===== src/rtl/mem_arb_pkg.sv =====
// Shared definitions for the fetch/data memory port arbiter: state encoding,
// parameter defaults, requester IDs and a counter-width helper.
package mem_arb_pkg;

  typedef enum logic [1:0] {
    ST_IDLE  = 2'd0,
    ST_GNT_I = 2'd1,
    ST_GNT_D = 2'd2,
    ST_RESP  = 2'd3
  } arb_state_e;

  localparam int STARVE_MAX_DEF  = 4;
  localparam int TIMEOUT_CYC_DEF = 255;

  localparam logic [1:0] GRANT_NONE = 2'd0;
  localparam logic [1:0] GRANT_I    = 2'd1;
  localparam logic [1:0] GRANT_D    = 2'd2;

  // Bits needed to hold values 0..max_val, never less than one.
  function automatic int cnt_width(input int max_val);
    return (max_val < 2) ? 1 : $clog2(max_val + 1);
  endfunction

endpackage


===== src/rtl/mem_arb_pick.sv =====
// Priority decision: data wins unless a waiting fetch has already watched
// STARVE_MAX consecutive data grants go by.
module mem_arb_pick
  import mem_arb_pkg::*;
#(
  parameter int STARVE_MAX = STARVE_MAX_DEF,
  parameter int SW         = cnt_width(STARVE_MAX)
) (
  input  logic          i_req,
  input  logic          d_req,
  input  logic [SW-1:0] streak,
  output logic [1:0]    grant
);

  logic starved;

  assign starved = i_req && (streak == SW'(STARVE_MAX));

  always_comb begin
    grant = GRANT_NONE;
    if (d_req && !starved) begin
      grant = GRANT_D;
    end else if (i_req) begin
      grant = GRANT_I;
    end
  end

endmodule


===== src/rtl/mem_port_arbiter.sv =====
// Shares one memory port between an instruction-fetch and a data requester,
// with anti-starvation for fetches and a per-transaction ack timeout.
module mem_port_arbiter
  import mem_arb_pkg::*;
#(
  parameter int STARVE_MAX  = STARVE_MAX_DEF,
  parameter int TIMEOUT_CYC = TIMEOUT_CYC_DEF
) (
  input  logic        clk,
  input  logic        reset,
  input  logic        i_req,
  input  logic [31:0] i_addr,
  output logic        i_ack,
  output logic [31:0] i_rdata,
  input  logic        d_req,
  input  logic        d_we,
  input  logic [31:0] d_addr,
  input  logic [31:0] d_wdata,
  input  logic [3:0]  d_byteen,
  output logic        d_ack,
  output logic [31:0] d_rdata,
  output logic        mem_req,
  output logic        mem_we,
  output logic [31:0] mem_addr,
  output logic [31:0] mem_wdata,
  output logic [3:0]  mem_byteen,
  input  logic [31:0] mem_rdata,
  input  logic        mem_ack,
  output logic        busy,
  output logic        bus_err,
  output logic [1:0]  dbg_state
);

  // Handshake: a requester raises x_req with stable x_* fields; the request is
  // taken on the first edge it is chosen and may then be dropped. x_ack pulses
  // once per taken request. On the memory side mem_req stays high until a cycle
  // with mem_ack (which may be combinational), or until the timeout fires.
  localparam int SW = cnt_width(STARVE_MAX);
  localparam int WW = cnt_width(TIMEOUT_CYC - 1);

  arb_state_e    state_q, state_d;
  logic [1:0]    grant;
  logic [SW-1:0] streak_q;
  logic [WW-1:0] wait_q;
  logic          owner_d_q;
  logic          timeout_q;
  logic [31:0]   addr_q;
  logic [31:0]   wdata_q;
  logic          we_q;
  logic [3:0]    byteen_q;
  logic          wait_expired;

  mem_arb_pick #(
    .STARVE_MAX (STARVE_MAX),
    .SW         (SW)
  ) u_pick (
    .i_req  (i_req),
    .d_req  (d_req),
    .streak (streak_q),
    .grant  (grant)
  );

  assign wait_expired = (wait_q == WW'(TIMEOUT_CYC - 1));

  always_ff @(posedge clk or posedge reset) begin
    if (reset) begin
      state_q <= ST_IDLE;
    end else begin
      state_q <= state_d;
    end
  end

  always_comb begin
    state_d = state_q;
    case (state_q)
      ST_IDLE: begin
        if (grant == GRANT_D) begin
          state_d = ST_GNT_D;
        end else if (grant == GRANT_I) begin
          state_d = ST_GNT_I;
        end
      end
      ST_GNT_I, ST_GNT_D: begin
        if (mem_ack || wait_expired) begin
          state_d = ST_RESP;
        end
      end
      ST_RESP: state_d = ST_IDLE;
      default: state_d = ST_IDLE;
    endcase
  end

  always_ff @(posedge clk or posedge reset) begin
    if (reset) begin
      streak_q  <= '0;
      wait_q    <= '0;
      owner_d_q <= 1'b0;
      timeout_q <= 1'b0;
      addr_q    <= '0;
      wdata_q   <= '0;
      we_q      <= 1'b0;
      byteen_q  <= '0;
      i_rdata   <= '0;
      d_rdata   <= '0;
    end else begin
      case (state_q)
        ST_IDLE: begin
          if (grant != GRANT_NONE) begin
            owner_d_q <= (grant == GRANT_D);
            timeout_q <= 1'b0;
            wait_q    <= '0;
            if (grant == GRANT_D) begin
              addr_q   <= d_addr;
              wdata_q  <= d_wdata;
              we_q     <= d_we;
              byteen_q <= d_byteen;
              // Streak only grows while a fetch is actually being held off.
              if (!i_req) begin
                streak_q <= '0;
              end else if (streak_q != SW'(STARVE_MAX)) begin
                streak_q <= streak_q + SW'(1);
              end
            end else begin
              addr_q   <= i_addr;
              wdata_q  <= '0;
              we_q     <= 1'b0;
              byteen_q <= '0;
              streak_q <= '0;
            end
          end
        end
        ST_GNT_I, ST_GNT_D: begin
          if (mem_ack) begin
            if (state_q == ST_GNT_D) begin
              d_rdata <= mem_rdata;
            end else begin
              i_rdata <= mem_rdata;
            end
          end else if (wait_expired) begin
            timeout_q <= 1'b1;
            if (state_q == ST_GNT_D) begin
              d_rdata <= '0;
            end else begin
              i_rdata <= '0;
            end
          end else begin
            wait_q <= wait_q + WW'(1);
          end
        end
        default: ;
      endcase
    end
  end

  // mem_req decodes straight from the async-reset state, so reset drops it at once.
  assign mem_req    = (state_q == ST_GNT_I) || (state_q == ST_GNT_D);
  assign mem_we     = (state_q == ST_GNT_D) && we_q;
  assign mem_byteen = (state_q == ST_GNT_D) ? byteen_q : 4'b0000;
  assign mem_addr   = addr_q;
  assign mem_wdata  = wdata_q;

  assign i_ack      = (state_q == ST_RESP) && !owner_d_q;
  assign d_ack      = (state_q == ST_RESP) && owner_d_q;
  assign bus_err    = (state_q == ST_RESP) && timeout_q;
  assign busy       = (state_q != ST_IDLE) || i_req || d_req;
  assign dbg_state  = state_q;

endmodule


===== config.mk =====
export PLATFORM = sky130hd
export DESIGN_NAME = mem_port_arbiter
export DESIGN_NICKNAME = d
export VERILOG_FILES = /design/src/rtl/mem_arb_pkg.sv /design/src/rtl/mem_arb_pick.sv /design/src/rtl/mem_port_arbiter.sv
export SDC_FILE = /design/constraint.sdc
export NUM_CORES = 1
export LEC_CHECK = 0
export ABC_AREA = 1
export CORE_MARGIN = 2
export CORE_UTILIZATION = 46
export DETAILED_ROUTE_END_ITERATION = 10
export GPL_TIMING_DRIVEN = 0
export PLACE_DENSITY = 0.9
export RECOVER_POWER = 100
export SETUP_SLACK_MARGIN = 0.1
export SLEW_MARGIN = 5
export SYNTH_ARGS = -nofsm -noshare
export SYNTH_HDL_FRONTEND = slang
export SYNTH_SLANG_ARGS = --single-unit
export TNS_END_PERCENT = 1

===== constraint.sdc =====
create_clock -name clk -period 8.8 [get_ports clk]
set_clock_uncertainty 0.05 [all_clocks]
set_input_delay 1.76 -clock clk [delete_from_list [all_inputs] [get_ports clk]]
set_output_delay 1.76 -clock clk [all_outputs]
set_load 0.02 [all_outputs]

==> metrics, run 1 <==
first-pass detailed-route iteration total=7; DPL Wire Length=14800 microns; Synth Net Count=833; total length of routed wires=20300 microns; routed wl met2=10100 microns; Leak=4.76 nW; GPL Wtd Cong=0.821; Achievable Freq=0.195 GHz; Critical Path RT=6990 ps; #FFs+latches synth=148; syn avg cell area=9.33 sq um; H-tree depth=4; CTS tree=yes; Clock Tree Buf Depth=2; number of CTS-inserted buffers=17; leading post-synthesis cells by cell area=dfrtp_1, nand2_1, nand4_1; vias in the first global route=6161; Total Neg Setup Slack=0 ps; Die ar.=14900 sq um; Main synth FF type=dfrtp_1; FFs w/ async S/R, synth=1.00; Pins Over Slew Limit=61; Synth Cell Area=6420 sq um; hold path cells=2; FF-to-FF path depth=8; core area=13800 sq um; synthesis-to-layout area growth=55.2%; post-synthesis cell type count=25; Routed Antenna Nets=0; Hold Fails Final Rpt=0; hold_buf cts=0; met1 WL=8110 microns; Initial Util=0.466; I/O pins=278; met3 wire length=1280 microns; Synth area leader=dfrtp_1; critical path class=in2out; Post-synth EDFFs=0; share of the synthesized area in the top cell type=0.577; critical path data arrival time=3310 ps; unrepaired setup endpoints after global routing=false; drt via density=5.37; Mapped Cells=688; DP Cell Count=1146; clock-pin slew of the registers on the worst-case setup and hold paths=60 ps; PD cells=369 nW/um^2; top sig layer=met5; largest net degree at the start of global routing=89; status=finished with violations; most frequent cells after synthesis=nand2_1, dfrtp_1, a21oi_1, nand4_1, nor2_1; DRC Markers=0; Worst Max-Slew Pin Slew=2740 ps; final non-filler cell total=1178; critical path endpoint category=output pin; period utilisation layout=0.582; most common cell in the netlist=nand2_1; Startpoint Class=input pin; Rows=43; worst rel slew slack=-0.834; Tot GR Track Use=0.275; final setup violation count=0; failing checks=max-capacitance violations, max-slew violations; Starting DRT DRC Count=472; min cycle time layout=5120 ps; Root Buffer=clkbuf_16; drt wl/cell=17.3 microns; Die Y=122 microns; initial antenna violation count=1; CTS Sinks=148; Die W=122 microns; ANT cells=0; Warnings, synthesis=0; Hold Path Class=reg2reg; register area share after synthesis=0.577; post-CTS setup buffers=0; first-pass GRT wire length=31400 microns; share of cells above drive strength 1=0.0621; Nets=1130; Worst-Skew Late Latency=420 ps; vias=6326; Worst Path Max Fanout=6; maxcap violations=1; setup slack, reg-to-reg=6540 ps; Post-CTS Resized=0; remaining global-route overflow=0; IO Port Bufs=277; VDD IR-drop max=0.185 mV
final timing paths:
kind / startpoint / endpoint
max: i_req / busy
min: i_rdata[12] / i_rdata[12]
max reg2reg: dbg_state[0] / mem_addr[8]
min reg2reg: i_rdata[12] / i_rdata[12]
max in group asynchronous: reset / mem_wdata[30]
min in group asynchronous: reset / mem_addr[23]
kinds of logic after synthesis:
kind of cell    synth area share
simple gates               0.234
compound gates             0.114
fa+ha+maj                 0.0136
buf+inv                   0.0616
flops                      0.577
metrics by stage:
| step | hold slack (ps) | setup slack, ps | area, sq um | util | power (mW) |
|---|---|---|---|---|---|
| floorplan | 422 | 3010 | 6420 | - | 2.21 |
| global placement | 404 | 1040 | 9420 | 0.684 | 3.05 |
| detailed placement | 407 | 3820 | 9450 | 0.686 | 3.11 |
| CTS | 422 | 3810 | 10000 | 0.728 | 3.83 |
| global route | 436 | 3610 | 9960 | 0.723 | 3.90 |
| finish | 415 | 3680 | 9960 | 0.723 | 3.68 |
layer usage:
| metal | up-vias | GRT usage |
|---|---|---|
| met3 | 63 | 0.0590 |
| met2 | 253 | 0.453 |
| met4 | 2 | 0.142 |
| li1 | 2935 | - |
| met5 | - | 0 |
| met1 | 3073 | 0.341 |
critical path, cell delays in order:
cell           delay [ps]
dlygate4sd3_1         640
nor2_1                 60
nand2_1               130
dlygate4sd3_1         720
power by group:
| group | total, mW | switching (mW) | leakage [nW] | internal (mW) |
|---|---|---|---|---|
| logic | 1.84 | 1.11 | 2.64 | 0.726 |
| registers | 1.14 | 0.160 | 1.84 | 0.981 |
| clock network | 0.703 | 0.278 | 0.282 | 0.425 |
cell type report:
class / count / area (sq um)
Sequential cell: 148 / 3700
Buffer: 51 / 255
Multi-Input combinational cell: 460 / 2290
Clock buffer: 24 / 502
Tap cell: 180 / 225
Timing Repair Buffer: 278 / 2800
Clock inverter: 8 / 73.8
Inverter: 29 / 110
Fill cell: 1002 / 3810
flip-flops by register name (all words and copies together) (netlist names):
| signal | flops |
|---|---|
| d_rdata | 32 |
| i_rdata | 32 |
| mem_addr | 32 |
| mem_wdata | 32 |
| wait_q | 8 |
| byteen_q | 4 |
| streak_q | 3 |
| dbg_state | 2 |
| owner_d_q | 1 |
| timeout_q | 1 |
| we_q | 1 |
cell usage in the layout (no fill, tap or decap), drive strengths merged, types with 3 or more instances in the layout:
cell type	netlist	final
a21oi	65	65
a22o	37	37
buf	43	25
clkbuf	8	51
clkdlybuf4s50	0	136
clkinv	0	5
clkinvlp	0	3
dfrtp	148	148
dlygate4sd3	0	141
ha	7	7
inv	29	28
nand2	208	208
nand3	20	20
nand4	64	64
nor2	42	42
o21ai	13	13
Power figures use the tool's default switching activity.
==> run 2: changes to the inputs <==
Settings changed: CORE_UTILIZATION 46 to 38, PLACE_DENSITY 0.9 to 0.8.
Clock period 8.8 ns to 4.6 ns, I/O delays scaled along.
==> metrics, run 2 (synthesis gave the netlist of run 1 again) <==
VDD IR-drop max=0.311 mV (was 0.185 mV); I/O pins=278 (unchanged); critical path class=reg2out (was in2out); H-tree depth=4 (unchanged); core area=16500 sq um (was 13800 sq um); final non-filler cell total=1221 (was 1178); drt wl/cell=16.8 microns (was 17.3 microns); unrepaired setup endpoints after global routing=false (unchanged); Hold Path Class=reg2reg (unchanged); hold_buf cts=0 (unchanged); Initial Util=0.388 (was 0.466); vias=6128 (was 6326); Routed Antenna Nets=0 (unchanged); post-CTS setup buffers=0 (unchanged); DRC Markers=0 (unchanged); Achievable Freq=0.243 GHz; ANT cells=0 (unchanged); Clock Tree Buf Depth=2 (unchanged); share of cells above drive strength 1=0.0599 (was 0.0621); Die W=134 microns (was 122 microns); status=finished with violations (unchanged); Starting DRT DRC Count=386 (was 472); number of CTS-inserted buffers=17 (unchanged); final setup violation count=0 (unchanged); hold_ws=415 ps (about the same); Critical Path RT=3630 ps (was 6990 ps); total length of routed wires=20500 microns (was 20300 microns); Die Y=134 microns (was 122 microns); Post-CTS Resized=0 (unchanged); first-pass GRT wire length=32400 microns (was 31400 microns); failing checks=max-capacitance violations, max-slew violations (unchanged); GPL Wtd Cong=0.828 (was 0.821); Rows=47 (was 43); initial antenna violation count=0 (was 1); most common cell after layout, fill and taps aside=nand2_1 (unchanged); Worst Path Max Fanout=10 (was 6); Crit-path slowest cell=dlygate4sd3_1 (unchanged); crit-path leading delay family=buffers and inverters (unchanged); critical path endpoint category=output pin (unchanged); clock-pin slew of the registers on the worst-case setup and hold paths=60 ps (about the same); min cycle time layout=4120 ps; Worst-Skew Late Latency=410 ps (was 420 ps); maxcap violations=2 (was 1); Buf/Inv on CP=5 (was 2); DP Cell Count=1189 (was 1146); worst-path cell chain=inv_1 -> ha_1 -> clkbuf_1 -> clkbuf_1 -> nand2_1 -> inv_1 -> dlygate4sd3_1 (was dlygate4sd3_1 -> nor2_1 -> nand2_1 -> dlygate4sd3_1); largest net degree at the start of global routing=39 (was 89); Startpoint Class=register (was input pin); Worst Max-Slew Pin Slew=1920 ps (was 2740 ps); PD cells=704 nW/um^2 (was 369 nW/um^2); DPL Wire Length=15000 microns (was 14800 microns); Storage cell area=3700 sq um (unchanged); synthesis-to-layout area growth=56.7% (was 55.2%); Tot GR Track Use=0.229 (was 0.275); setup slack, reg-to-reg=2100 ps (was 6540 ps); filler instances=1391 (was 1002); Root Buffer=clkbuf_16 (unchanged); footprint of the multi-input gates=2310 sq um (was 2290 sq um); Total Neg Setup Slack=0 ps (unchanged); Hold Fails Final Rpt=0 (unchanged); IO Port Bufs=277 (unchanged); worst rel slew slack=-0.281 (was -0.834); first-pass detailed-route iteration total=5 (was 7); Die ar.=17900 sq um (was 14900 sq um); max incr delay on CP=700 ps (was 720 ps); commonest cells after routing, fill and taps aside=nand2_1, dfrtp_1, dlygate4sd3_1 (unchanged); critical path data arrival time=3150 ps (was 3310 ps); Nets=1133 (was 1130); Pins Over Slew Limit=66 (was 61); period utilisation layout=0.896; remaining global-route overflow=0 (unchanged); CTS tree=yes (unchanged); Leak=4.76 nW (about the same); CTS Sinks=148 (unchanged); vias in the first global route=6052 (was 6161); drt via density=5.02 (was 5.37)
==> run 2: changes by cell type in the layout (fill, tap and decap cells not counted), moves of 2 or more <==
cell and change:
buf_1 +4, buf_12 +2, buf_2 -6, clkbuf_1 +3, clkbuf_8 -4, clkinv_2 -2, clkinv_4 +3, inv_6 +4
==> run 2: layer usage <==
metal  GRT usage  share of wire  vias to the layer above  routed length [microns]
met1       0.300           0.42                     2906                     8600
met5           0              0                        -                        0
met3      0.0574          0.068                       51                     1400
li1            -              -                     2937                        -
met2       0.360           0.48                      234                     9810
met4       0.100          0.035                        0                      719
==> run 2: cell type report <==
type / count / area share
Clock buffer: 19 / 0.0440
Sequential cell: 148 / 0.368
Timing Repair Buffer: 281 / 0.280
Multi-Input combinational cell: 460 / 0.230
Clock inverter: 13 / 0.0147
Buffer: 51 / 0.0250
Tap cell: 220 / 0.0274
Inverter: 29 / 0.0109
==> run 2: report_power, final <==
| group | internal (mW) | switching, mW | total, mW |
|---|---|---|---|
| logic | 1.38 | 2.12 | 3.50 |
| clock network | 0.822 | 0.579 | 1.40 |
| registers | 1.87 | 0.306 | 2.18 |
==> run 2: worst min-delay path: cells and delay by family, from the launching register on <==
| family | cells | cell delay, ps |
|---|---|---|
| simple gates | 2 | 90 |
| flops | 1 | 340 |
==> run 2: path summary, 6_finish.rpt <==
kind / start / end / depth (start not counted)
hold reg to reg: d_rdata[25] / d_rdata[25] / 2
setup reg to reg: dbg_state[0] / d_rdata[3] / 7
setup / recovery: dbg_state[0] / mem_byteen[0] / 7
hold / removal: d_rdata[25] / d_rdata[25] / 2
min in group asynchronous: reset / mem_addr[14] / 2
max in group asynchronous: reset / mem_addr[1] / 3
==> run 2: per-stage QoR <==
stage               setup slack, ps   util  area (sq um)  total power, mW
floorplan                      1770      -          6420             4.23
global placement                432  0.573          9470             5.89
detailed placement             1190  0.578          9550             5.97
CTS                             698  0.614         10100             7.41
global route                    317  0.609         10100             7.51
finish                          478  0.609         10100             7.08
